### src/rtl/tlm_pkg.sv
// tlm_pkg: shared types, limits and helpers for the timing leak monitor.
`default_nettype none

package tlm_pkg;

    typedef enum logic [1:0] {
        IDLE   = 2'd0,
        LAUNCH = 2'd1,
        RUN    = 2'd2,
        DONE   = 2'd3
    } tlm_state_e;

    localparam int TLM_MAX_CH = 16;

    // Increment that sticks at the all-ones value of a width-bit counter.
    function automatic logic [31:0] saturating_inc(input logic [31:0] value,
                                                   input int unsigned width);
        logic [31:0] maxv;
        if (width >= 32) maxv = '1;
        else             maxv = (32'd1 << width) - 32'd1;
        return (value >= maxv) ? value : value + 32'd1;
    endfunction

endpackage

`default_nettype wire

### src/rtl/tlm_channel.sv
// tlm_channel: per-channel done edge detect, done-mask bit and latency latch with timeout fill.
`default_nettype none

module tlm_channel
    import tlm_pkg::*;
#(
    parameter int CNT_W = 16
) (
    input  logic             clk,
    input  logic             rst,
    input  logic             clear,
    input  logic             run,
    input  logic [CNT_W-1:0] cnt,
    input  logic             done_in,
    input  logic             at_timeout,
    output logic             done_flag,
    output logic [CNT_W-1:0] lat,
    output logic [CNT_W-1:0] lat_nxt
);

    logic             done_d_q;
    logic             mask_q;
    logic             mask_d;
    logic [CNT_W-1:0] lat_q;
    logic [CNT_W-1:0] lat_d;
    logic             w_capture;

    assign w_capture = run & done_in & ~done_d_q & ~mask_q;

    // Timeout fill loads the counter (== MAX_CYCLES) without marking the channel done.
    always_comb begin
        lat_d  = lat_q;
        mask_d = mask_q;
        if (clear) begin
            lat_d  = '0;
            mask_d = 1'b0;
        end else if (w_capture || (at_timeout && !mask_q)) begin
            lat_d  = cnt;
            mask_d = mask_q | w_capture;
        end
    end

    always_ff @(posedge clk) begin
        if (!rst) begin
            done_d_q <= 1'b0;
            mask_q   <= 1'b0;
            lat_q    <= '0;
        end else begin
            lat_q  <= lat_d;
            mask_q <= mask_d;
            if (clear || run) done_d_q <= done_in;
        end
    end

    assign done_flag = mask_q | w_capture;
    assign lat       = lat_q;
    assign lat_nxt   = lat_d;

endmodule

`default_nettype wire

### src/rtl/timing_leak_monitor.sv
// timing_leak_monitor: launches NUM_CH multiplier copies together, times each done and
// reports latency, skew, leak/timeout and saturating run statistics.
`default_nettype none

module timing_leak_monitor
    import tlm_pkg::*;
#(
    parameter int NUM_CH     = 4,
    parameter int CNT_W      = 16,
    parameter int MAX_CYCLES = 4096,
    parameter int STAT_W     = 16
) (
    input  logic                    clk,
    input  logic                    rst,
    input  logic                    req_valid,
    output logic                    req_ready,
    output logic                    dut_start,
    input  logic [NUM_CH-1:0]       dut_done,
    output logic                    result_valid,
    input  logic                    result_ready,
    output logic                    leak,
    output logic                    timeout,
    output logic [CNT_W-1:0]        skew,
    output logic [NUM_CH*CNT_W-1:0] lat_bus,
    output logic [STAT_W-1:0]       run_count,
    output logic [STAT_W-1:0]       leak_count
);

    localparam logic [CNT_W-1:0] C_MAX = CNT_W'(MAX_CYCLES);
    localparam logic [CNT_W-1:0] C_ONE = CNT_W'(1);

    tlm_state_e        state_q;
    logic [CNT_W-1:0]  cnt_q;
    logic              req_ready_q;
    logic              dut_start_q;
    logic              result_valid_q;
    logic              leak_q;
    logic              timeout_q;
    logic [CNT_W-1:0]  skew_q;
    logic [STAT_W-1:0] run_count_q;
    logic [STAT_W-1:0] leak_count_q;

    logic              w_clear;
    logic              w_run;
    logic              w_at_timeout;
    logic [NUM_CH-1:0] w_done_flag;
    logic [CNT_W-1:0]  w_lat     [NUM_CH];
    logic [CNT_W-1:0]  w_lat_nxt [NUM_CH];
    logic [CNT_W-1:0]  w_lat_max;
    logic [CNT_W-1:0]  w_lat_min;
    logic              w_all_done;
    logic              w_timeout;
    logic              w_leak;

    assign w_clear      = (state_q == LAUNCH);
    assign w_run        = (state_q == RUN);
    assign w_at_timeout = w_run && (cnt_q == C_MAX);

    generate
        for (genvar gi = 0; gi < NUM_CH; gi++) begin : g_ch
            tlm_channel #(.CNT_W(CNT_W)) u_channel (
                .clk       (clk),
                .rst       (rst),
                .clear     (w_clear),
                .run       (w_run),
                .cnt       (cnt_q),
                .done_in   (dut_done[gi]),
                .at_timeout(w_at_timeout),
                .done_flag (w_done_flag[gi]),
                .lat       (w_lat[gi]),
                .lat_nxt   (w_lat_nxt[gi])
            );
            assign lat_bus[gi*CNT_W +: CNT_W] = w_lat[gi];
        end
    endgenerate

    // Reduce over next-state latencies so leak/skew register on the same edge as the final captures.
    always_comb begin
        w_lat_max = w_lat_nxt[0];
        w_lat_min = w_lat_nxt[0];
        for (int i = 1; i < NUM_CH; i++) begin
            if (w_lat_nxt[i] > w_lat_max) w_lat_max = w_lat_nxt[i];
            if (w_lat_nxt[i] < w_lat_min) w_lat_min = w_lat_nxt[i];
        end
    end

    assign w_all_done = &w_done_flag;
    assign w_timeout  = w_at_timeout & ~w_all_done;
    assign w_leak     = w_timeout | (w_lat_max != w_lat_min);

    always_ff @(posedge clk) begin
        if (!rst) begin
            state_q        <= IDLE;
            cnt_q          <= '0;
            req_ready_q    <= 1'b1;
            dut_start_q    <= 1'b0;
            result_valid_q <= 1'b0;
            leak_q         <= 1'b0;
            timeout_q      <= 1'b0;
            skew_q         <= '0;
            run_count_q    <= '0;
            leak_count_q   <= '0;
        end else begin
            case (state_q)
                IDLE: begin
                    if (req_valid) begin
                        state_q     <= LAUNCH;
                        req_ready_q <= 1'b0;
                        dut_start_q <= 1'b1;
                    end
                end
                LAUNCH: begin
                    state_q     <= RUN;
                    dut_start_q <= 1'b0;
                    cnt_q       <= C_ONE;
                    leak_q      <= 1'b0;
                    timeout_q   <= 1'b0;
                    skew_q      <= '0;
                end
                RUN: begin
                    cnt_q <= cnt_q + C_ONE;
                    if (w_all_done || w_at_timeout) begin
                        state_q        <= DONE;
                        result_valid_q <= 1'b1;
                        timeout_q      <= w_timeout;
                        leak_q         <= w_leak;
                        skew_q         <= w_lat_max - w_lat_min;
                        run_count_q    <= STAT_W'(saturating_inc(32'(run_count_q), STAT_W));
                        if (w_leak)
                            leak_count_q <= STAT_W'(saturating_inc(32'(leak_count_q), STAT_W));
                    end
                end
                DONE: begin
                    if (result_ready) begin
                        state_q        <= IDLE;
                        result_valid_q <= 1'b0;
                        req_ready_q    <= 1'b1;
                    end
                end
                default: state_q <= IDLE;
            endcase
        end
    end

    assign req_ready    = req_ready_q;
    assign dut_start    = dut_start_q;
    assign result_valid = result_valid_q;
    assign leak         = leak_q;
    assign timeout      = timeout_q;
    assign skew         = skew_q;
    assign run_count    = run_count_q;
    assign leak_count   = leak_count_q;

endmodule

`default_nettype wire

### config.mk
export PLATFORM = sky130hd
export DESIGN_NAME = timing_leak_monitor
export DESIGN_NICKNAME = d
export VERILOG_FILES = /design/src/rtl/tlm_pkg.sv /design/src/rtl/tlm_channel.sv /design/src/rtl/timing_leak_monitor.sv
export SDC_FILE = /design/constraint.sdc
export NUM_CORES = 1
export LEC_CHECK = 0
export CAP_MARGIN = 20
export CORE_MARGIN = 1
export CORE_UTILIZATION = 50
export DETAILED_ROUTE_END_ITERATION = 10
export PLACE_DENSITY = 0.76
export SYNTH_ARGS = -nofsm -noshare
export SYNTH_HDL_FRONTEND = slang
export SYNTH_SLANG_ARGS = --single-unit
### constraint.sdc
create_clock -name clk -period 12.62 [get_ports clk]
set_input_delay 2.524 -clock clk [delete_from_list [all_inputs] [get_ports clk]]
set_output_delay 2.524 -clock clk [all_outputs]
set_load 0.05 [all_outputs]
==> flow_summary.toml, run 1 <==
[worst_setup_path]
regToRegEndpoint = "skew[15]"
critPathKind = "primary input to flip-flop"
cp_top_family = "compound AO/OA/AOI/OAI gates"
crit_fanout = 15
crit_buf_inv = 3
ff2ff_path_depth = 47
worstSetupStartpointType = "primary input"
required_ps = 12980
cp.arrival_ps = 12210
cpMaxStageDelayCell = "clkdlybuf4s50_1"
crit_path_end_kind = "flip-flop"
slowest_delay_ps = 470
rrSetupSlack_ps = 1750
r2r_start = "state_q[0]"

[final_layout]
areaGrowthSynthToFinish_pct = 23.3
fin_util = 0.629
final_nets = 1467
antenna_cells = 0
final_cell_mix = "206 x nor2_1, 143 x dfxtp_1, 124 x clkdlybuf4s50_1"
drive_above_1_share = 0.106
mostFrequentLayoutCell = "nor2_1"

[yosys]
synth_cells = 1238
synth_enable_flop_cells = 0
avgSynthCellArea_sq_um = 8.05
synthAdderAreaFrac = 0.127
seq_area_frac_synth = 0.287
synthSimpleGateAreaFrac = 0.236
synth_xor_area_frac = 0.0360
synth.net_count = 1346
synth_seq_cells = 143
synth_compound_area_frac = 0.157
yosys_warnings = 0
synth.distinct_cells = 70
async_reset_ff_frac = 0
synth_top_family_by_area = "simple AND/OR/NAND/NOR gates"
muxShareOfSynthArea = 0.111
synth-main-ff-cell = "dfxtp_1"
syn_area_sq_um = 9960

[power]
peakVddDrop_mv = 0.0919
power.leakage_nw = 5.15
cellPowerDensity_nw_per_um2 = 110

[sta]
hold_violations = 0
rsz0062_at_grt = "false"
setup_viol = 0
finalSetupTns_ps = 0
max_freq_mhz = 84.4
hold_ws_ps = 454
tightest_slew_ps = 1060
slew_headroom = 0.287
clock_skew_ps = 10.8
min_period_ps = 11840
fin_crit_sh = 0.938
slew_violations = 0

[min_path]
hold_depth = 2
hold_start = "skew[2]"
holdCritPathClass = "flip-flop to flip-flop"
min_to = "skew[2]"

[route]
drt_pass1_iterations = 5
drt_wl_total_um = 28800
vias_per_cell = 5.69
drc = 0
drt-initial-drc-count = 726
route.vias.total = 9308
antenna_left = 0
wl_per_cell_um = 17.6

[clocking]
clock_sinks = 143
clk_pin_slew_ps = 60
cts-root-buf = "clkbuf_16"
clock_latency_ps = 440
cts_made_buffers = 17
clk_path_buf_depth = 2
tritoncts = "done"
h-tree-depth = 4

[floorplanning]
initial_core_util = 0.510
die_h_um = 143
dieArea_sq_um = 20500
rows = 51
ios = 125
die_x_um = 143
core_sq_um = 19500

[place]
place.gp.congestion = 0.937
dp_hpwl_um = 21400
numPortBuffers = 124

[global_routing]
grt_max_degree = 62
antenna_found_initial = 0
grt_overflow = 0
track_usage = 0.284
grt_pass1_wl_um = 44900
grt_pass1_vias = 8634

[job]
cap_violations = 0

[outcome]
status = "completed"
power breakdown:
part / internal (W) / switching (W) / leakage [nW]
sequential: 0.000465 / 0.0000114 / 1.15
combinational: 0.000106 / 0.000228 / 3.70
clock: 0.000317 / 0.000223 / 0.294
total: 0.000888 / 0.000463 / 5.15
worst max-delay path by stage:
| stage | slack (ps) | end | startpoint | cells after the start |
|---|---|---|---|---|
| after floorplan | 730 | skew[14] | dut_done[0] | 52 |
| after global placement | 300 | skew[15] | dut_done[1] | 45 |
| after detailed placement | 200 | skew[15] | dut_done[1] | 45 |
| after CTS | 530 | skew[15] | dut_done[0] | 47 |
| after global routing | 4 | skew[14] | dut_done[1] | 49 |
| final | 780 | skew[15] | dut_done[1] | 45 |
kinds of logic after synthesis:
logic type	Yosys count
buffers and inverters	113
AOI/OAI and AO/OA	244
muxes	105
and+or+nand+nor	491
xor gates and xnor gates	41
DFF	143
adders and majority gates	101
worst register-to-register path: cells and delay by family (launching register included):
kind | cells | cell delay (ps)
DFF | 1 | 330
adders and majority gates | 6 | 2210
muxes | 2 | 740
and+or+nand+nor | 13 | 2030
AOI/OAI and AO/OA | 22 | 4780
xor gates and xnor gates | 1 | 170
buffers and inverters | 3 | 540
what timing repair did:
item / in CTS / in global routing
hold buffers: 0 / 0
buffers inserted: 0 / 5
resized for setup: 0 / 14
setup endpoints to repair: 0 / 6
stage by stage:
stage | worst slack [ps] | instance area, sq um | instances | total power, W
after floorplan | 726 | 9960 | 1238 | 0.000719
after global placement | 304 | 11600 | 1599 | 0.000803
after detailed placement | 200 | 11600 | 1599 | 0.000805
after CTS | 528 | 12200 | 1631 | 0.00134
after global routing | 3.57 | 12300 | 1637 | 0.00140
final | 777 | 12300 | 1637 | 0.00135
area by class of cell:
type | instances | area [sq um]
fillers | 1696 | 7240
multi-input cells | 983 | 6760
flip-flops and latches | 143 | 2860
repair buffers | 160 | 1520
clock buffers | 17 | 425
well taps | 265 | 332
inverters | 54 | 203
clock inverters | 15 | 194
layer usage:
metal  vias to the layer above  global-route usage  wire length [um]
met4                         0               0.138              1070
met5                         -                   0                 0
li1                       4570                   -                 -
met1                      4363               0.371             12900
met2                       318               0.450             13000
met3                        57              0.0503              1750
Yosys cell counts (4+ instances only):
| library cell | n | area [sq um] |
|---|---|---|
| nor2_1 | 207 | 777 |
| dfxtp_1 | 143 | 2860 |
| a21oi_1 | 106 | 531 |
| nand2_1 | 103 | 387 |
| ha_1 | 99 | 1240 |
| mux2i_1 | 74 | 741 |
| inv_1 | 53 | 199 |
| clkbuf_1 | 41 | 154 |
| o21ai_0 | 36 | 180 |
| mux2_2 | 28 | 315 |
| a21o_1 | 27 | 203 |
| and2_1 | 26 | 163 |
| nor3_1 | 24 | 120 |
| xor2_1 | 24 | 210 |
| nand4_1 | 23 | 144 |
| nand2b_1 | 21 | 131 |
| nand3_1 | 18 | 90.1 |
| xnor2_1 | 17 | 149 |
| and3_1 | 14 | 87.6 |
| nor2b_1 | 14 | 87.6 |
| or2_2 | 14 | 87.6 |
| a22oi_1 | 13 | 97.6 |
| buf_1 | 8 | 30.0 |
| buf_2 | 8 | 40.0 |
| a31oi_1 | 7 | 43.8 |
| and4_1 | 6 | 52.6 |
| o2111a_1 | 6 | 67.6 |
| o21bai_1 | 5 | 37.5 |
| a21boi_1 | 4 | 30.0 |
| nand3b_1 | 4 | 30.0 |
| or3_1 | 4 | 25.0 |
registers in the layout, indices dropped and copies added (netlist names):
register                 cells
skew                        16
state_q                      2
timeout                      1
dut_start                    1
g_ch.u_channel.lat          64
result_valid                 1
g_ch.u_channel.done_d_q      4
run_count                   16
req_ready                    1
cnt_q                       16
leak                         1
g_ch.u_channel.mask_q        4
leak_count                  16
Note: power is estimated with default switching activity, not from simulation.
==> run 2: changes to the inputs <==
- SLEW_MARGIN: unset -> 40
==> run 2 against run 1 <==
  * Cell area hardly changed
  * Setup slack better by 100 ps
  * Clock power is 4.6% lower
  * Sequential share of layout area hardly changed
  * Clock-buffer cell count increased by 1
  * Sequential power hardly changed
  * Largest cell class unchanged
==> flow_summary.toml, run 2 (synthesized netlist as in run 1, its figures left out) <==
[final_layout]
stdcell_count = 1635
mostFrequentLayoutCell = "nor2_1"
areaGrowthSynthToFinish_pct = 23.2
final_nets = 1466
largest_reg_flops = 64
final_cell_mix = "205 x nor2_1, 143 x dfxtp_1, 124 x clkdlybuf4s50_1"
fin_util = 0.629
drive_above_1_share = 0.109
antenna_cells = 0

[worst_setup_path]
crit_path_end_kind = "flip-flop"
cp.arrival_ps = 12100
worstSetupStartpointType = "primary input"
crit_top_cell = "o21ai_0"
crit_fanout = 13
r2r_start = "state_q[0]"
cp_top_family = "compound AO/OA/AOI/OAI gates"
crit_buf_inv = 7
slowest_delay_ps = 490
rrSetupSlack_ps = 1860
required_ps = 12980
ff2ff_path_depth = 55
critPathKind = "primary input to flip-flop"
regToRegEndpoint = "skew[15]"
cpMaxStageDelayCell = "clkdlybuf4s50_1"

[clocking]
cts_made_buffers = 17
clk_pin_slew_ps = 60
h-tree-depth = 4
clk_path_buf_depth = 2
tritoncts = "done"
clock_sinks = 143
clock_latency_ps = 430
cts-root-buf = "clkbuf_16"

[global_routing]
grt_pass1_vias = 8650
grt_pass1_wl_um = 45100
grt_max_degree = 62
grtUsageMet3 = 0.0446
met1_usage = 0.382
top_usage_layer = "met2"
track_usage = 0.283
grt_overflow = 0
use_met2 = 0.451
antenna_found_initial = 0

[floorplanning]
die_h_um = 143
rows = 51
ios = 125
dieArea_sq_um = 20500
core_sq_um = 19500
initial_core_util = 0.510
die_x_um = 143

[sta]
slew_headroom = 0.429
clock_skew_ps = 6.77
hold_violations = 0
setup_viol = 0
max_freq_mhz = 85.2
slew_violations = 0
tightest_slew_ps = 855
setup_ws_ps = 879
min_period_ps = 11740
fin_crit_sh = 0.930

[power]
p_int_w = 0.000872
pwr-share-comb = 0.254
swShare = 0.344
power_frac_seq = 0.359
power.leakage_nw = 5.13
cellPowerDensity_nw_per_um2 = 108
total_power_w = 0.00133
switchingPower_w = 0.000458
peakVddDrop_mv = 0.0796
clockPowerShare = 0.387

[place]
pre_cts_ws_ps = 200
dp_hpwl_um = 21400
dp.cells = 1599
numPortBuffers = 124
place.gp.congestion = 0.937

[route]
drt-initial-drc-count = 789
route.vias.total = 9193
drt_wl_total_um = 28300
antenna_left = 0
wl_per_cell_um = 17.3
drt_pass1_iterations = 5
vias_per_cell = 5.62
drc = 0

[min_path]
min_to = "skew[2]"
holdCritPathClass = "flip-flop to flip-flop"
hold_start = "skew[2]"
hold_depth = 2

[outcome]
status = "completed"

[job]
cap_violations = 0
-- run 2: worst max-delay path by stage --
| stage | start | to | slack (ps) | depth (start not counted) |
|---|---|---|---|---|
| finish | dut_done[0] | skew[15] | 880 | 53 |
| global route | dut_done[0] | skew[15] | -4 | 52 |
| CTS | dut_done[1] | skew[15] | 610 | 49 |
| detailed placement | dut_done[1] | skew[15] | 200 | 47 |
| global placement | dut_done[1] | skew[15] | 300 | 45 |
| floorplan | dut_done[0] | skew[14] | 730 | 52 |
-- run 2: layout make-up --
type                            instances  area [sq um]
Clock inverter                         13           155
Inverter                               54           203
Sequential cell                       143          2860
Multi-Input combinational cell        982          6780
Timing Repair Buffer                  160          1510
Fill cell                            1701          7250
Tap cell                              265           332
Clock buffer                           18           439
-- run 2: worst reg2reg max path, delay by kind of cell, from the launching register on --
family | cells | cell delay [ps]
fa+ha+maj | 5 | 1670
xor+xnor | 1 | 170
buf+inv | 7 | 1320
flops | 1 | 350
compound gates | 25 | 4620
simple gates | 15 | 2040
mux | 2 | 550
-- run 2: power by group through the flow --
stage / clock (W) / combinational [W] / sequential, W
2_1_floorplan: 0 / 0.000226 / 0.000493
5_1_grt: 0.000540 / 0.000362 / 0.000479
4_1_cts: 0.000521 / 0.000325 / 0.000477
6_report: 0.000515 / 0.000337 / 0.000477
3_5_place_dp: 0 / 0.000322 / 0.000487
3_3_place_gp: 0 / 0.000317 / 0.000486
-- run 2: routing by layer --
layer,vias up,routed length [um]
li1,4555,-
met1,4292,13100
met2,287,12900
met3,59,1520
met4,0,828
met5,-,0
-- run 2: repair_timing --
item / in CTS / in global routing
hold buffers: 0 / 0
resized for setup: 0 / 16
endpoints found under the setup margin: 0 / 5
setup buffers: 0 / 5
-- run 2: metrics by stage --
stage          hold WS [ps]  setup TNS, ps  cell area (sq um)
6_report                457              0              12300
5_1_grt                 480          -4.01              12300
4_1_cts                 457              0              12200
3_5_place_dp            448              0              11600
3_3_place_gp            439              0              11600
2_1_floorplan           451              0               9960
==> run 3: changes to the inputs <==
- CAP_MARGIN: 20 -> unset
- CORE_UTILIZATION: 50 -> 41
- MAX_ROUTING_LAYER: unset -> met4
- PLACE_DENSITY: 0.76 -> unset
==> run 3 against run 2 <==
  * Clock power about the same
  * Setup slack lost 88 ps
  * Combinational power grew 3%
  * Clock-buffer cell count down 1
  * First-iteration DRC count down 35%
  * Register-to-register slack lost 60 ps
  * Final cell count is 4.2% higher
  * Total power is 0.77% higher
  * Wire length grew 8.2%
==> flow_summary.toml, run 3 (synthesized netlist as in run 1, its figures left out) <==
[outcome]
status = "completed"

[power]
p_int_w = 0.000856
clockPowerShare = 0.386
swShare = 0.361
power.leakage_nw = 5.22
switchingPower_w = 0.000484
pwr-share-comb = 0.259
cellPowerDensity_nw_per_um2 = 108
peakVddDrop_mv = 0.0780
power_frac_seq = 0.356

[floorplanning]
core_sq_um = 23700
die_h_um = 158
initial_core_util = 0.421
die_x_um = 158
ios = 125
rows = 56
dieArea_sq_um = 24900

[route]
drt_pass1_iterations = 5
wl_per_cell_um = 18.0
drt_wl_total_um = 30700
drc = 0
antenna_left = 0
vias_per_cell = 5.37
route.vias.total = 9153
drt-initial-drc-count = 509

[job]
cap_violations = 0

[worst_setup_path]
slowest_delay_ps = 490
rrSetupSlack_ps = 1800
r2r_start = "state_q[0]"
required_ps = 12980
cp.arrival_ps = 12190
worstSetupStartpointType = "primary input"
ff2ff_path_depth = 50
crit_top_cell = "a21o_1"
cpMaxStageDelayCell = "clkdlybuf4s50_1"
crit_fanout = 16
regToRegEndpoint = "skew[15]"
crit_path_end_kind = "flip-flop"
critPathKind = "primary input to flip-flop"

[place]
dp_hpwl_um = 23700
numPortBuffers = 124
place.gp.congestion = 0.897

[clocking]
cts_made_buffers = 17
cts-root-buf = "clkbuf_16"
h-tree-depth = 4
clk_path_buf_depth = 2
clock_sinks = 143
hold_buffers = 0
tritoncts = "done"
clock_latency_ps = 430
clk_pin_slew_ps = 70

[final_layout]
multi_input_area_sq_um = 6760
fin_util = 0.526
final_cell_mix = "206 x nor2_1, 143 x dfxtp_1, 123 x clkdlybuf4s50_1"
antenna_cells = 0
areaGrowthSynthToFinish_pct = 25.0
drive_above_1_share = 0.117
mostFrequentLayoutCell = "nor2_1"
nFillCells = 2333
seq_area_sq_um = 2860
final_nets = 1480
largest_reg_flops = 64

[sta]
tightest_slew_ps = 772
fin_crit_sh = 0.937
hold_violations = 0
rsz0062_at_grt = "false"
slew_headroom = 0.484
slew_violations = 0
clock_skew_ps = 12.1
min_period_ps = 11830
hold_ws_ps = 458
max_freq_mhz = 84.5
setup_viol = 0
finalSetupTns_ps = 0

[global_routing]
grt_max_degree = 92
antenna_found_initial = 0
grt_overflow = 0
grt_pass1_vias = 8472
grt_pass1_wl_um = 46900
track_usage = 0.255

[min_path]
hold_depth = 2
min_to = "skew[3]"
holdCritPathClass = "flip-flop to flip-flop"
hold_start = "skew[3]"
## run 3: power groups by stage
stage          Sequential [W]  Combinational (W)  Clock, W
5_1_grt              0.000479           0.000376  0.000545
6_report             0.000477           0.000346  0.000517
4_1_cts              0.000477           0.000340  0.000527
3_3_place_gp         0.000486           0.000333         0
3_5_place_dp         0.000487           0.000338         0
2_1_floorplan        0.000493           0.000226         0
## run 3: how the worst max path moves through the flow
stage	end	startpoint	cells after the start	slack [ps]
2_1_floorplan	skew[14]	dut_done[0]	52	730
3_3_place_gp	skew[15]	dut_done[0]	50	-150
3_5_place_dp	skew[15]	dut_done[0]	50	-140
4_1_cts	skew[15]	dut_done[0]	50	300
5_1_grt	skew[15]	dut_done[0]	48	5
6_report	skew[15]	dut_done[0]	48	790
## run 3: repair_timing
action                                  CTS  global route
setup buffers                             0             7
endpoints found under the setup margin    0             6
gates resized for setup                   0            13
## run 3: final cells by class
| cell class | instances | area share |
|---|---|---|
| Clock buffer | 17 | 0.0341 |
| Sequential cell | 143 | 0.230 |
| Timing Repair Buffer | 174 | 0.132 |
| Clock inverter | 15 | 0.0129 |
| Multi-Input combinational cell | 982 | 0.543 |
| Tap cell | 319 | 0.0320 |
| Inverter | 54 | 0.0163 |
## run 3: per-stage QoR
| step | cells | instance area (sq um) | setup slack [ps] | power (W) |
|---|---|---|---|---|
| after floorplan | 1238 | 9960 | 726 | 0.000719 |
| after global placement | 1663 | 11700 | -150 | 0.000819 |
| after detailed placement | 1665 | 11700 | -144 | 0.000825 |
| after CTS | 1697 | 12300 | 302 | 0.00134 |
| after global routing | 1704 | 12500 | 4.69 | 0.00140 |
| final | 1704 | 12500 | 792 | 0.00134 |
## run 3: worst max-delay path: cells and delay by family
family          cells  cell delay, ps
compound gates     23            4620
xor+xnor            1             170
fa+ha+maj           5            1520
buf+inv             5            1190
mux                 3             930
simple gates       11            1220
## run 3: metal layers
| metal | wire length, um | track usage |
|---|---|---|
| met4 | 309 | 0.0518 |
| met5 | 0 | - |
| met2 | 14000 | 0.402 |
| met3 | 1450 | 0.0400 |
| met1 | 14900 | 0.343 |
